==> config.mk <==
export PLATFORM = sky130hd
export DESIGN_NAME = wb_port_arbiter
export DESIGN_NICKNAME = d
export VERILOG_FILES = /design/src/rtl/wb_arb_pkg.sv /design/src/rtl/rr_multi_grant.sv /design/src/rtl/wb_port_arbiter.sv
export SDC_FILE = /design/constraint.sdc
export NUM_CORES = 1
export LEC_CHECK = 0
export BUFFER_PORTS_ARGS = -buffer_cell sky130_fd_sc_hd__buf_2
export CAP_MARGIN = 20
export CORE_ASPECT_RATIO = 0.75
export CORE_MARGIN = 3
export CORE_UTILIZATION = 55
export CTS_CLUSTER_DIAMETER = 60
export DETAILED_ROUTE_END_ITERATION = 16
export GPL_TIMING_DRIVEN = 0
export PLACE_DENSITY_LB_ADDON = 0.05
export SETUP_SLACK_MARGIN = 0.15
export SKIP_CTS_REPAIR_TIMING = 1
export SLEW_MARGIN = 0
export SYNTH_ARGS = -nofsm -noshare
export SYNTH_HDL_FRONTEND = slang
export SYNTH_SLANG_ARGS = --single-unit
==> constraint.sdc <==
create_clock -name clk -period 7.4 [get_ports clk]
set_input_delay 1.11 -clock clk [delete_from_list [all_inputs] [get_ports clk]]
set_output_delay 1.11 -clock clk [all_outputs]
set_load 0.1 [all_outputs]
==> src/rtl/wb_arb_pkg.sv <==
// wb_arb_pkg: shared types and constants for the writeback port arbiter.
//
// Contents:
//   *_DEF       default configuration shared by wb_port_arbiter
//   FU_ID_W     width of a functional-unit index
//   wb_entry_t  one held or outgoing writeback result
//
// wb_entry_t is sized by the *_DEF widths. wb_port_arbiter takes its payload
// width parameters from these defaults, and any override must keep them
// equal.
package wb_arb_pkg;

    localparam int N_FU_DEF     = 4;
    localparam int N_WB_DEF     = 2;
    localparam int DATA_W_DEF   = 32;
    localparam int PREG_W_DEF   = 6;
    localparam int TICKET_W_DEF = 3;

    localparam int FU_ID_W = $clog2(N_FU_DEF);

    typedef struct packed {
        logic                    valid_write;
        logic [PREG_W_DEF-1:0]   pdst;
        logic [TICKET_W_DEF-1:0] ticket;
        logic [DATA_W_DEF-1:0]   data;
    } wb_entry_t;

endpackage

==> src/rtl/rr_multi_grant.sv <==
// rr_multi_grant: combinational round-robin picker that grants up to K of
// N requesters per cycle.
//
// Ports:
//   req        requesters (one bit per requester)
//   ptr        index where the scan starts
//   grant      granted requesters
//   port_idx   requester index placed on each port (port 0 = first found)
//   port_valid port carries a grant
//   next_ptr   one past the last granted index (mod N), or ptr if no grant
//
// The scan visits ptr, ptr+1, ... mod N. Ports are filled in ascending order,
// and the ports left over stay invalid with index 0.
module rr_multi_grant #(
    parameter int N = 4,
    parameter int K = 2,
    localparam int PW = (N > 1) ? $clog2(N) : 1
) (
    input  logic [N-1:0]         req,
    input  logic [PW-1:0]        ptr,
    output logic [N-1:0]         grant,
    output logic [K-1:0][PW-1:0] port_idx,
    output logic [K-1:0]         port_valid,
    output logic [PW-1:0]        next_ptr
);

    always_comb begin
        int   cnt;
        int   idx;
        int   last;
        logic found;

        grant      = '0;
        port_idx   = '0;
        port_valid = '0;
        next_ptr   = ptr;
        cnt        = 0;
        idx        = 0;
        last       = 0;
        found      = 1'b0;

        for (int off = 0; off < N; off++) begin
            idx = int'(ptr) + off;
            if (idx >= N) begin
                idx = idx - N;
            end
            if (req[idx] && (cnt < K)) begin
                grant[idx]      = 1'b1;
                port_idx[cnt]   = PW'(idx);
                port_valid[cnt] = 1'b1;
                cnt             = cnt + 1;
                last            = idx;
                found           = 1'b1;
            end
        end

        if (found) begin
            next_ptr = (last + 1 >= N) ? '0 : PW'(last + 1);
        end
    end

endmodule

==> src/rtl/wb_port_arbiter.sv <==
// wb_port_arbiter: shares N_WB registered writeback ports among N_FU
// functional units.
//
// Each FU owns a one-entry holding register. A round-robin multi-grant picker
// forwards up to N_WB held results per cycle onto the writeback registers. A
// flush discards every held and outgoing result.
//
// Handshake (fu_valid_i / fu_ready_o): a result transfers at a rising edge
// where both fu_valid_i[i] and fu_ready_o[i] are high. fu_ready_o depends only
// on registered state and never on fu_valid_i. During a flush the ready is
// still honoured, and the FU treats its result as consumed, but the result is
// dropped.
//
// Ports:
//   clk, rst            clock; synchronous active-high reset
//   flush_i             drop all held and outgoing results (rr pointer kept)
//   fu_valid_i          FU presents a result
//   fu_ready_o          FU holding register can accept
//   fu_valid_write_i    result writes a register
//   fu_pdst_i           destination physical register per FU (flattened)
//   fu_ticket_i         ROB ticket per FU (flattened)
//   fu_data_i           result data per FU (flattened)
//   wb_valid_o          writeback port valid (registered)
//   wb_valid_write_o    port writes the register file
//   wb_pdst_o           destination register per port (flattened)
//   wb_ticket_o         ROB ticket per port (flattened)
//   wb_data_o           data per port (flattened)
//   wb_fu_id_o          source FU per port (trace)
//
// Optional build macro WB_ARB_STATS_EN adds these outputs:
//   stall_cycles_o      per-FU saturating count of held-but-not-granted cycles
//   port_full_cycles_o  saturating count of cycles with every port granted
// The counters clear on rst only.
module wb_port_arbiter
    import wb_arb_pkg::*;
#(
    parameter int N_FU     = N_FU_DEF,
    parameter int N_WB     = N_WB_DEF,
    parameter int DATA_W   = DATA_W_DEF,
    parameter int PREG_W   = PREG_W_DEF,
    parameter int TICKET_W = TICKET_W_DEF
) (
    input  logic                       clk,
    input  logic                       rst,
    input  logic                       flush_i,
    input  logic [N_FU-1:0]            fu_valid_i,
    output logic [N_FU-1:0]            fu_ready_o,
`ifdef WB_ARB_STATS_EN
    output logic [N_FU*32-1:0]         stall_cycles_o,
    output logic [31:0]                port_full_cycles_o,
`endif
    input  logic [N_FU-1:0]            fu_valid_write_i,
    input  logic [N_FU*PREG_W-1:0]     fu_pdst_i,
    input  logic [N_FU*TICKET_W-1:0]   fu_ticket_i,
    input  logic [N_FU*DATA_W-1:0]     fu_data_i,
    output logic [N_WB-1:0]            wb_valid_o,
    output logic [N_WB-1:0]            wb_valid_write_o,
    output logic [N_WB*PREG_W-1:0]     wb_pdst_o,
    output logic [N_WB*TICKET_W-1:0]   wb_ticket_o,
    output logic [N_WB*DATA_W-1:0]     wb_data_o,
    output logic [N_WB*FU_ID_W-1:0]    wb_fu_id_o
);

    logic [N_FU-1:0]              held_valid;
    logic [N_FU-1:0]              grant;
    logic [N_FU-1:0]              accept;
    logic [FU_ID_W-1:0]           rr_ptr;
    logic [FU_ID_W-1:0]           next_ptr;
    logic [N_WB-1:0][FU_ID_W-1:0] port_idx;
    logic [N_WB-1:0]              port_valid;

    wb_entry_t                    fu_entry [N_FU];
    wb_entry_t                    hold_q   [N_FU];

    logic [N_WB-1:0]              wb_valid_q;
    wb_entry_t                    wb_ent_q [N_WB];
    logic [N_WB-1:0][FU_ID_W-1:0] wb_fu_q;

    rr_multi_grant #(
        .N (N_FU),
        .K (N_WB)
    ) u_pick (
        .req        (held_valid),
        .ptr        (rr_ptr),
        .grant      (grant),
        .port_idx   (port_idx),
        .port_valid (port_valid),
        .next_ptr   (next_ptr)
    );

    // A granted entry leaves at this edge, so its slot can refill in the
    // same cycle. This gives one result per cycle per FU when uncontended.
    assign fu_ready_o = ~held_valid | grant;
    assign accept     = fu_valid_i & fu_ready_o;

    always_comb begin
        for (int i = 0; i < N_FU; i++) begin
            fu_entry[i].valid_write = fu_valid_write_i[i];
            fu_entry[i].pdst        = fu_pdst_i[i*PREG_W +: PREG_W];
            fu_entry[i].ticket      = fu_ticket_i[i*TICKET_W +: TICKET_W];
            fu_entry[i].data        = fu_data_i[i*DATA_W +: DATA_W];
        end
    end

    // The payload needs no reset because held_valid qualifies it.
    always_ff @(posedge clk) begin
        for (int i = 0; i < N_FU; i++) begin
            if (accept[i]) begin
                hold_q[i] <= fu_entry[i];
            end
        end
    end

    always_ff @(posedge clk) begin
        if (rst) begin
            held_valid <= '0;
            rr_ptr     <= '0;
            wb_valid_q <= '0;
            wb_fu_q    <= '0;
            for (int p = 0; p < N_WB; p++) begin
                wb_ent_q[p] <= '0;
            end
        end else if (flush_i) begin
            held_valid <= '0;
            wb_valid_q <= '0;
            wb_fu_q    <= '0;
            for (int p = 0; p < N_WB; p++) begin
                wb_ent_q[p] <= '0;
            end
        end else begin
            for (int i = 0; i < N_FU; i++) begin
                if (accept[i]) begin
                    held_valid[i] <= 1'b1;
                end else if (grant[i]) begin
                    held_valid[i] <= 1'b0;
                end
            end
            for (int p = 0; p < N_WB; p++) begin
                wb_valid_q[p] <= port_valid[p];
                wb_ent_q[p]   <= port_valid[p] ? hold_q[port_idx[p]] : '0;
                wb_fu_q[p]    <= port_valid[p] ? port_idx[p] : '0;
            end
            rr_ptr <= next_ptr;
        end
    end

    always_comb begin
        wb_valid_o       = wb_valid_q;
        wb_valid_write_o = '0;
        wb_pdst_o        = '0;
        wb_ticket_o      = '0;
        wb_data_o        = '0;
        wb_fu_id_o       = '0;
        for (int p = 0; p < N_WB; p++) begin
            wb_valid_write_o[p]                   = wb_ent_q[p].valid_write;
            wb_pdst_o[p*PREG_W +: PREG_W]         = wb_ent_q[p].pdst;
            wb_ticket_o[p*TICKET_W +: TICKET_W]   = wb_ent_q[p].ticket;
            wb_data_o[p*DATA_W +: DATA_W]         = wb_ent_q[p].data;
            wb_fu_id_o[p*FU_ID_W +: FU_ID_W]      = wb_fu_q[p];
        end
    end

`ifdef WB_ARB_STATS_EN
    logic [N_FU-1:0][31:0] stall_q;
    logic [31:0]           full_q;

    always_ff @(posedge clk) begin
        if (rst) begin
            stall_q <= '0;
            full_q  <= '0;
        end else begin
            for (int i = 0; i < N_FU; i++) begin
                if (held_valid[i] && !grant[i] && (stall_q[i] != '1)) begin
                    stall_q[i] <= stall_q[i] + 32'd1;
                end
            end
            if ((&port_valid) && (full_q != '1)) begin
                full_q <= full_q + 32'd1;
            end
        end
    end

    assign stall_cycles_o     = stall_q;
    assign port_full_cycles_o = full_q;
`endif

endmodule

==> impl_metrics.ini <==
[yosys]
avgSynthCellArea_um2 = 13.57
ys.flop_type = edfxtp_1
synth-async-reset-ratio_pct = 0
syn-instance-count = 911
ys_seq_area_share_pct = 63.15
yosysWarnings = 0
synthesis.area_um2 = 12360
synth_cell_types = 59
synth_seq_cells = 264
synth_edf_count = 252

[global_route]
grt_overflow_total = 0
grt_usage_pct = 29.07
grt_max_degree = 25
grt_pass1_vias = 9121
grt_pass1_wl_um = 53070
grt_antenna_before_repair = 10

[timing]
setup_violations = 0
tns_ps = 0
hold_viol = 0
worst_slack_ps = 1085
finalCritPeriodShare_pct = 85.34
maxSlewViolCount = 0
worst_hold_slack_ps = 642.4
fmax_ghz = 0.1584
max_slew_margin_pct = 41.43
fin_crit_ps = 6315
skew_ps = 28.28
rsz0062_at_grt = no
tightest_slew_ps = 875.3

[clocking]
cts_tree = yes
cts_buffers = 26
cts.sinks = 264
clk_pin_slew_worst_paths_ps = 60
clk_latency_ps = 550
h-tree-depth = 1
root_buffer = clkbuf_16
cts_buffer_depth = 3

[run_status]
outcome = completed

[critical_path]
crit_chain = buf_6 > buf_6 > inv_1 > ha_1 > mux4_2 > buf_2 > ha_1 > nand2b_1 > o2bb2ai_2 > inv_2 > fa_1 > nand2_1 > o22ai_2 > a22oi_1 > and3_1 > inv_1 > buf_2
r2r-end = wb_ent_q[0][14]$_SDFFCE_PN0P_
cp.arrival_ps = 5200
r2r_cells = 19
path_max_fanout = 10
criticalPathCategory = reg2out
cp_data_required_time_ps = 6290
start_kind = flip-flop
worstReg2RegStart = rr_ptr[0]$_SDFFE_PP0P_
slowest_delay_ps = 500
end_kind = output port
cp_slowest_cell = dfxtp_1
r2r_slack_ps = 1490

[placement]
gp_congestion = 0.9072
placed_area_um2 = 14520
dp_cells = 1555
dpl.hpwl_um = 25090
port_buffers = 268
place_ws_ps = 1619

[route]
drt-total-wl_um = 35960
dr.pass1.iters = 5
ant_nets = 0
drt_iter0_markers = 1029
viasPerCell = 5.866
post_drt_wl_per_cell_um = 22.39
routed-via-count = 9420
drc = 0

[flow_run]
maxCapViolCount = 0

[floorplan]
die_h_um = 135.8
die-area_um2 = 24330
num_rows = 46
initial_core_util_pct = 57.28
io_pins = 269
coreArea_um2 = 21580
fp.dieW_um = 179.1

[worst_hold_path]
hold_path_depth = 2
hold-path-endpoint = wb_ent_q[0][81]$_SDFFCE_PN0P_
hold_path_class = reg2reg
hold_path_startpoint = hold_q[1][39]$_DFFE_PP_

[power]
cellLeakagePower_nw = 6.468
ir_drop_mv = 0.2660
power.density_nw_per_um2 = 420.4
total_power_mw = 6.450

[finish]
design_area_um2 = 15340
drive_above_1_share_pct = 31.56
nets = 1493
final_cells = 1606
syn_to_final_growth_pct = 24.11
utilization_pct = 71.09
logic make-up after synthesis:
family	count (synthesis)	share of synthesized area (%)
mux	95	8.005
compound gates	207	14.38
flops	264	63.15
xor+xnor	1	0.07086
other cells	1	0.03033
simple gates	235	8.228
fa+ha+maj	23	2.388
buf+inv	85	3.745
layout by cell type, fill, tap and decap left out, types with 5 or more instances in the layout:
cell and instances:
o221ai_1 42, conb_1 84, o22ai_1 46, inv_1 12
nand2_1 174, clkbuf_16 26, nand3_1 5, mux2i_1 89
buf_2 298, and3_1 5, ha_1 22, o21a_1 46
nor2_1 13, nand2b_1 8, o22ai_2 39, buf_4 8
buf_6 8, dfxtp_1 12, clkbuf_1 34, nor3_1 8
edfxtp_1 252, a22oi_1 8
critical path: cells and delay by family, from the launching register on:
kind / cells / cell delay (ps)
AOI/OAI and AO/OA: 3 / 720
adders and majority gates: 3 / 1170
buffers and inverters: 7 / 1250
DFF: 1 / 500
muxes: 1 / 290
and+or+nand+nor: 3 / 740
power by group:
part / total [mW] / internal, mW / switching, mW
clock: 1.28 / 0.733 / 0.551
sequential: 2.07 / 1.97 / 0.106
combinational: 3.09 / 0.829 / 2.26
total: 6.45 / 3.53 / 2.92
final cells by class:
| type | count | area (um2) |
|---|---|---|
| antenna | 3 | 7.507 |
| buffer | 71 | 410.4 |
| clock buffer | 39 | 709.4 |
| clock inverter | 9 | 105.1 |
| fill | 1568 | 6240 |
| inverter | 14 | 52.55 |
| multi-input combinational | 645 | 4434 |
| sequential | 264 | 7807 |
| tap | 288 | 360.3 |
| timing repair buffer | 273 | 1456 |
how the worst max path moves through the flow:
stage / from / slack [ps] / to
after detailed placement: rr_ptr[0]$_SDFFE_PP0P_ / 1620 / wb_ent_q[0][14]$_SDFFCE_PN0P_
after global routing: rr_ptr[0]$_SDFFE_PP0P_ / 760 / fu_ready_o[0]
after floorplan: rr_ptr[0]$_SDFFE_PP0P_ / 1900 / hold_q[0][0]$_DFFE_PP_
after CTS: rr_ptr[0]$_SDFFE_PP0P_ / 1080 / fu_ready_o[0]
after global placement: rr_ptr[0]$_SDFFE_PP0P_ / -1040 / hold_q[3][24]$_DFFE_PP_
final: rr_ptr[0]$_SDFFE_PP0P_ / 1090 / fu_ready_o[0]
layer usage:
metal / wire length [um] / up-vias / GRT usage [%]
met1: 14510 / 4489 / 41.87
met4: 1142 / 14 / 8.970
met5: 88 / - / 0
met2: 16110 / 629 / 45.04
met3: 4110 / 92 / 5.918
li1: - / 4196 / -
registers in the layout, indices dropped and copies added, names as in the netlist:
register and cells:
wb_ent_q 84, held_valid 4, hold_q 168, rr_ptr 2, wb_fu_id_o 4, wb_valid_o 2
cell usage after synthesis (3+ instances only):
cell type    n  area [um2]
a21oi_1      4       20.02
a22oi_1      8       60.06
a31oi_1      3       18.77
and3_1       5       31.28
buf_2       30       150.1
buf_4        8       60.06
buf_6        8       90.09
clkbuf_1    22       82.58
dfxtp_1     12       240.2
edfxtp_1   252        7567
ha_1        22       275.3
inv_1       12       45.04
mux2i_1     89       890.9
nand2_1    174       653.1
nand2b_1     8       50.05
nand3_1      5       25.02
nor2_1      13       48.80
nor2b_1      6       37.54
nor3_1       8       40.04
nor3b_1      3       22.52
o21a_1      46       345.3
o21ai_0      4       20.02
o221ai_1    42       367.9
o22ai_1     46       287.8
o22ai_2     39       488.0
or2_2        3       18.77
No activity file was read; power rests on OpenSTA's default activity.
